### src/rtl/imem_loader.sv
// Byte-serial instruction-memory loader: 16-bit word count, then 4 bytes per word (MSB first).
// Optional trailing XOR checksum byte when IMEM_LOADER_CHECKSUM_EN is defined.
module imem_loader #(
    parameter int          MEM_WORDS = 256,
    parameter logic [31:0] ADDR_BASE = 32'h0
) (
    input  logic        i_clk,
    input  logic        i_reset,
    input  logic        i_start,
    input  logic [7:0]  i_rx_data,
    input  logic        i_rx_valid,
    output logic        o_write_en,
    output logic [31:0] o_data,
    output logic [31:0] o_addr_wr,
    output logic        o_stall,
    output logic        o_busy,
    output logic        o_done,
    output logic        o_error
);

    typedef enum logic [2:0] {
        IDLE   = 3'd0,
        CNT_HI = 3'd1,
        CNT_LO = 3'd2,
        BYTES  = 3'd3,
        WRITE  = 3'd4,
`ifdef IMEM_LOADER_CHECKSUM_EN
        CHECK  = 3'd5,
`endif
        FINISH = 3'd6
    } state_t;

`ifdef IMEM_LOADER_CHECKSUM_EN
    localparam state_t END_STATE = CHECK;
`else
    localparam state_t END_STATE = FINISH;
`endif

    localparam logic [16:0] MAX_WORDS = 17'(MEM_WORDS);

    state_t      state_q, state_d;
    logic [15:0] cnt_q, cnt_d;
    logic [15:0] k_q, k_d;
    logic [1:0]  byte_cnt_q, byte_cnt_d;
    logic [31:0] word_q, word_d;
    logic [31:0] addr_q, addr_d;
    logic        write_en_q, write_en_d;
    logic        done_q, done_d;
    logic        error_q, error_d;

`ifdef IMEM_LOADER_CHECKSUM_EN
    logic [7:0]  csum_q, csum_d;

    function automatic logic [7:0] csum_fold(input logic [7:0] acc, input logic [7:0] b);
        return acc ^ b;
    endfunction

    // Running XOR over every count and data byte accepted in the current load
    always_comb begin
        csum_d = csum_q;
        if (state_q == IDLE && i_start) begin
            csum_d = 8'h00;
        end else if (i_rx_valid && (state_q == CNT_HI || state_q == CNT_LO || state_q == BYTES)) begin
            csum_d = csum_fold(csum_q, i_rx_data);
        end else begin
            csum_d = csum_q;
        end
    end
`endif

    // Next-state and datapath updates
    always_comb begin
        state_d    = state_q;
        cnt_d      = cnt_q;
        k_d        = k_q;
        byte_cnt_d = byte_cnt_q;
        word_d     = word_q;
        addr_d     = addr_q;
        error_d    = error_q;
        case (state_q)
            IDLE: begin
                if (i_start) begin
                    state_d    = CNT_HI;
                    error_d    = 1'b0;
                    cnt_d      = 16'h0000;
                    k_d        = 16'h0000;
                    byte_cnt_d = 2'd0;
                    addr_d     = ADDR_BASE;
                end else begin
                    state_d = IDLE;
                end
            end
            CNT_HI: begin
                if (i_rx_valid) begin
                    cnt_d   = {i_rx_data, cnt_q[7:0]};
                    state_d = CNT_LO;
                end else begin
                    state_d = CNT_HI;
                end
            end
            CNT_LO: begin
                if (i_rx_valid) begin
                    cnt_d = {cnt_q[15:8], i_rx_data};
                    if (cnt_d == 16'h0000) begin
                        state_d = END_STATE;
                    end else if ({1'b0, cnt_d} > MAX_WORDS) begin
                        error_d = 1'b1;
                        state_d = IDLE;
                    end else begin
                        state_d = BYTES;
                    end
                end else begin
                    state_d = CNT_LO;
                end
            end
            BYTES: begin
                if (i_rx_valid) begin
                    word_d     = {word_q[23:0], i_rx_data};
                    byte_cnt_d = byte_cnt_q + 2'd1;
                    if (byte_cnt_q == 2'd3) begin
                        state_d = WRITE;
                    end else begin
                        state_d = BYTES;
                    end
                end else begin
                    state_d = BYTES;
                end
            end
            WRITE: begin
                // addr_q already holds ADDR_BASE + 4*k for this write; advance for the next one
                k_d    = k_q + 16'd1;
                addr_d = addr_q + 32'd4;
                if (k_d == cnt_q) begin
                    state_d = END_STATE;
                end else begin
                    state_d = BYTES;
                end
            end
`ifdef IMEM_LOADER_CHECKSUM_EN
            CHECK: begin
                if (i_rx_valid) begin
                    if (i_rx_data == csum_q) begin
                        state_d = FINISH;
                    end else begin
                        error_d = 1'b1;
                        state_d = IDLE;
                    end
                end else begin
                    state_d = CHECK;
                end
            end
`endif
            FINISH: begin
                state_d = IDLE;
            end
            default: begin
                state_d = IDLE;
            end
        endcase
        write_en_d = (state_d == WRITE);
        done_d     = (state_d == FINISH);
    end

    // State and output registers
    always_ff @(posedge i_clk or negedge i_reset) begin
        if (!i_reset) begin
            state_q    <= IDLE;
            cnt_q      <= 16'h0000;
            k_q        <= 16'h0000;
            byte_cnt_q <= 2'd0;
            word_q     <= 32'h0000_0000;
            addr_q     <= ADDR_BASE;
            write_en_q <= 1'b0;
            done_q     <= 1'b0;
            error_q    <= 1'b0;
`ifdef IMEM_LOADER_CHECKSUM_EN
            csum_q     <= 8'h00;
`endif
        end else begin
            state_q    <= state_d;
            cnt_q      <= cnt_d;
            k_q        <= k_d;
            byte_cnt_q <= byte_cnt_d;
            word_q     <= word_d;
            addr_q     <= addr_d;
            write_en_q <= write_en_d;
            done_q     <= done_d;
            error_q    <= error_d;
`ifdef IMEM_LOADER_CHECKSUM_EN
            csum_q     <= csum_d;
`endif
        end
    end

    assign o_write_en = write_en_q;
    assign o_data     = word_q;
    assign o_addr_wr  = addr_q;
    assign o_busy     = (state_q != IDLE);
    assign o_stall    = o_busy;
    assign o_done     = done_q;
    assign o_error    = error_q;

endmodule

### config.mk
export PLATFORM = sky130hd
export DESIGN_NAME = imem_loader
export DESIGN_NICKNAME = d
export VERILOG_FILES = /design/src/rtl/imem_loader.sv
export SDC_FILE = /design/constraint.sdc
export NUM_CORES = 1
export LEC_CHECK = 0
export ABC_AREA = 1
export CORE_UTILIZATION = 45
export CTS_BUF_LIST = sky130_fd_sc_hd__clkbuf_4 sky130_fd_sc_hd__clkbuf_8 sky130_fd_sc_hd__clkbuf_16
export DETAILED_ROUTE_END_ITERATION = 8
export PLACE_DENSITY = 0.75
export SETUP_SLACK_MARGIN = 0.4
export SKIP_LAST_GASP = 1
export SLEW_MARGIN = 20
export SYNTH_ARGS = -nofsm -noshare
export SYNTH_HDL_FRONTEND = slang
export SYNTH_SLANG_ARGS = --single-unit
### constraint.sdc
create_clock -name i_clk -period 2.4 [get_ports i_clk]
set_clock_uncertainty 0.1 [all_clocks]
set_input_delay 0.48 -clock i_clk [delete_from_list [all_inputs] [get_ports i_clk]]
set_output_delay 0.48 -clock i_clk [all_outputs]
set_load 0.02 [all_outputs]
---- After elaboration in Yosys (flattened, before gate mapping) ----
Index checks and enable logic that the tools add are counted.
cells by class
  reductions and logical operators ........ 13
  add/sub/neg operators ................... 3
  multiply operators ...................... 0
  divide/modulo/power cells ............... 0
  mux-type cells .......................... 24
  $lt $le $gt $ge ......................... 1
  equal/unequal tests ..................... 14
  shift operators ......................... 0
  bitwise gates (word level) .............. 2
operators with widths
  cell                   number
  $pmux 32 s2            1
  $pmux 16 s3            1
  $add 32x3->32 const B  1
  $mux 16                2
  $mux 32                1
  $pmux 16 s2            1
  $add 16x1->16 const B  1
  $eq 16x16->1           1
  $gt 16x9->1 const B    1
  $logic_not 16->1       1
  $mux 3                 5
  $pmux 3 s5             1
  $ne 2x2->1 const B     6
  $eq 3x3->1 const B     3
  $mux 2                 4
  $mux 8                 1
  $reduce_and 4->1       2
  $reduce_bool 2->1      4
  $eq 3x2->1 const B     2
  $mux 1                 5
  $reduce_and 5->1       1
  $pmux 2 s2             1
  $reduce_and 2->1       2
  $eq 3x1->1 const B     1
  7 further kinds        8
word-level totals
  input bits .............................. 12
  bits in registers ....................... 104
  logic and storage cells ................. 67
  bits in latches ......................... 0
  output and inout port bits .............. 69
  RAM bits ................................ 0
  memories kept ........................... 0
  bits in read-only memories .............. 0

---- Logic depth before layout (Yosys ltp) ----
  word-level depth ........................ 6
  gate-level depth with buffers ........... 15
  gate-level depth less buffers ........... 15

---- Worst setup path before layout ----
Ideal clock, no wire load.
  path kind ............................... reg-to-reg
  start point ............................. reg addr_q[2], in the netlist o_addr_wr[2]
  end point ............................... reg addr_q[24], in the netlist o_addr_wr[24]
  period minus slack after synthesis ...... 2022 ps
  data arrival time ....................... 1846 ps
  path buffers ............................ 0
  cell stages (with the launch flop) ...... 14
  setup slack ............................. 378 ps
  library setup time ...................... 76 ps
  required time ........................... 2224 ps
  cell sequence ........................... dfrtp_1 ha_1 nand2_1 nor2_4 nand2_2 nor2_4 nand4_4 nor3_4 nand2_2 nor2_2 nand2_1 nor2_2 nand2_1 o21ai_1
on the way
  word-level cells in the longest chain between the ends .. 2
RTL lines
  element                 line  text
  start, declared         46    logic [31:0] addr_q, addr_d;
  start signal, assigned  185   addr_q <= addr_d;
  $add 32x3->32           132   addr_d = addr_q + 32'd4;
  $pmux 32 s2             80    case (state_q)
No other way between the ends.
A chain may end at the register's enable or synchronous reset.

---- Worst setup path after layout ----
  start point ............................. reg k_q[1]
  end point ............................... reg done_q, in the netlist o_done
on the way
  word-level cells in the longest chain between the ends .. 5
RTL lines
  element                 line  text
  start, declared         43    logic [15:0] k_q, k_d;
  start signal, assigned  182   k_q <= k_d;
  $add 16x1->16           131   k_d = k_q + 16'd1;
  $eq 16x16->1            133   if (k_d == cnt_q) begin
  $mux 3                  133
  $pmux 3 s5              80
  $eq 3x3->1              161   done_d = (state_d == FINISH);
  via done_d              48    logic done_q, done_d;
  end signal, assigned    187   done_q <= done_d;
  end, declared           48
The timed path passes the listed nets, and every way through them passes these cells.

==> impl_metrics.ini <==
[grt]
use_met1_pct = 31.3
grt_remaining_overflow = 0
grt_max_degree = 59
globalRouteMet3Util_pct = 5.21
gr-usage-met2_pct = 38.8
top_usage_layer = met2
grt_first_pass_wirelength_um = 23600
grt_pass1_vias = 4980
antenna_found_initial = 0
grt_usage_pct = 23.8

[sta]
setup_viol = 0
slew_violations = 0
hold_viol = 0
period_minus_slack_ns = 1.98
relSlewSlack_pct = 53.7
max_slew.worst_pin.slew_ns = 0.695
finalCritPeriodShare_pct = 82.6
setup_tns_ns = 0
fmax_ghz = 0.505
rsz0062_at_grt = true

[synthesis]
syn-instance-count = 652
ys_warn_count = 0
synth_area_leaders = dfrtp_1 (48%), nand2_1 (9.8%), nand3_1 (6.1%), inv_1 (5.7%), o21ai_0 (5.0%)
ys_seq_area_share_pct = 48.1
synth-seq-cells = 102
synth.distinct_cells = 41
synth_area_leader_cell = dfrtp_1
synth_area_per_cell_um2 = 8.14
synth_top_area_share_pct = 48.1
synth_area_um2 = 5310

[power]
power_leakage_nw = 3.28
power_density_nw_per_um2 = 900
ir_drop_uv = 833

[routing]
drt_pass1_iterations = 5
routed_wl_um = 14700
drcViolationCount = 0
vias_per_cell = 5.68
first_iter_violations = 428
ant_nets = 0
wl_per_cell_um = 16.2
vias = 5161

[critical_path]
critPathLaunchType = flop
end_kind = flop
arrival_ns = 2.16
cp.required_ns = 2.58
cp_max_fo = 5
crit_start = k_q[1]
reg2reg_depth = 14
r2r-start = k_q[1]
critPathKind = reg2reg

[clocking]
cts_max_level = 3
ctsHoldBuffers = 0
cts_root_buf = clkbuf_16
clk_pin_slew_ns = 0.07
cts.sinks = 102
numCtsBuffers = 9
clock_path_buffers = 2
cts_tree = done
clk_latency_ns = 0.34

[hold_path]
hold_path.class = in2async

[finish]
drive_above_1_share_pct = 17.0
seq_area_um2 = 2560
diodes = 0
fillers = 994
area.growth.synth_to_final_pct = 32.0
final_area_um2 = 7000
final_cell_mix = nand2_1 (129), dfrtp_1 (93), inv_1 (79)
layout_commonest_cell = nand2_1
fin_nets = 775
multi_input_area_um2 = 2550

[placed_design]
place_hpwl_um = 9920
portBuffers = 78
place_area_um2 = 6290
gp_congestion = 0.897

[floorplan]
die-height_um = 111
io_pins = 81
die_area_um2 = 12200
initial_core_util_pct = 46.3
rows = 39
die_w_um = 111
core_um2 = 11500

[job]
cap_violations = 0

[status]
outcome = finished clean
[final timing paths]
path                                       to  slack, ns
worst min-delay path                  k_q[11]       0.08
worst min register to register     o_data[29]       0.40
worst max register to register         o_done       0.42
worst max-delay path                   o_done       0.42
min in group i_clk                 o_data[29]       0.40
max in group asynchronous       o_addr_wr[11]       1.49
[cell usage after synthesis (all sizes together)]
master,n
nand4,28
mux2i,1
xor2,5
clkbuf,12
o22ai,21
o2111a,1
buf,7
xnor2,1
a22oi,3
ha,3
nor3,8
nand2,143
nor2,65
dfrtp,102
a21oi,22
nor4,3
a22o,1
mux2,9
xnor3,1
a31oi,3
nand3b,1
o21ai,55
conb,1
inv,85
nor3b,2
a32o,1
nand3,68
[area by class of cell]
cell class	instances	share of cell area, %
Tap cell	143	2.55
Clock inverter	5	0.804
Timing Repair Buffer	112	15.4
Inverter	85	4.56
Clock buffer	11	3.61
Multi-Input combinational cell	450	36.5
Sequential cell	102	36.6
[layer usage]
layer	routed length [um]	vias up	part of all wire, %
li1	-	2394	-
met2	7050	235	48
met4	383	0	2.6
met3	1050	41	7.2
met5	0	-	0
met1	6240	2491	42
[flip-flops by register name, indices dropped and copies added, names as in the netlist]
signal and count:
o_data 32, o_addr_wr 30, cnt_q 16, k_q 16, state_q 3, byte_cnt_q 2, o_done 1, o_error 1
o_write_en 1
[cell families (layout without fill, tap and decap cells)]
group,after synthesis,in the layout,synth area share [%]
fa+ha+maj,3,3,0.708
other cells,1,2,0.0707
compound gates,107,107,11.1
simple gates,318,321,28.8
flops,102,102,48.1
mux,10,10,2.10
xor+xnor,7,7,1.42
buf+inv,104,213,7.69
[worst max-delay path, stage by stage (launching register included)]
cell and delay, ns:
dfrtp_2 0.44, buf_4 0.14, nand3_4 0.09, nor2_4 0.19, buf_4 0.14, nand2_1 0.04
nand3_1 0.08, nand2_1 0.07, nor2_1 0.11, nand3_1 0.08, nor2_1 0.11, nand2_1 0.07
nand2_2 0.07, nand3_1 0.06, nor2_1 0.09
[metrics by stage]
| stage | util (%) | hold WS (ns) | worst slack (ns) | total power, mW | std cells |
|---|---|---|---|---|---|
| after floorplan | - | 0.0844 | 0.410 | 3.77 | 653 |
| after global placement | 54.8 | 0.375 | 0.237 | 4.71 | 864 |
| after detailed placement | 54.8 | 0.391 | 0.245 | 4.77 | 864 |
| after CTS | 58.6 | 0.108 | 0.378 | 6.28 | 892 |
| after global routing | 61.1 | 0.132 | 0.204 | 6.63 | 908 |
| final | 61.1 | 0.0765 | 0.418 | 6.30 | 908 |
[where the power goes]
group / internal [mW] / switching [mW] / total (mW) / leakage (nW)
sequential: 2.15 / 0.309 / 2.46 / 1.34
combinational: 0.988 / 1.34 / 2.33 / 1.79
clock: 0.866 / 0.649 / 1.52 / 0.152
[repair_timing]
| action | in CTS | in global routing |
|---|---|---|
| gates resized for setup | 34 | 48 |
| endpoints found under the setup margin | 23 | 34 |
| gates cloned | 2 | 1 |
| setup buffers | 10 | 15 |
| pin swaps | 7 | 22 |
Power figures use the tool's default switching activity.
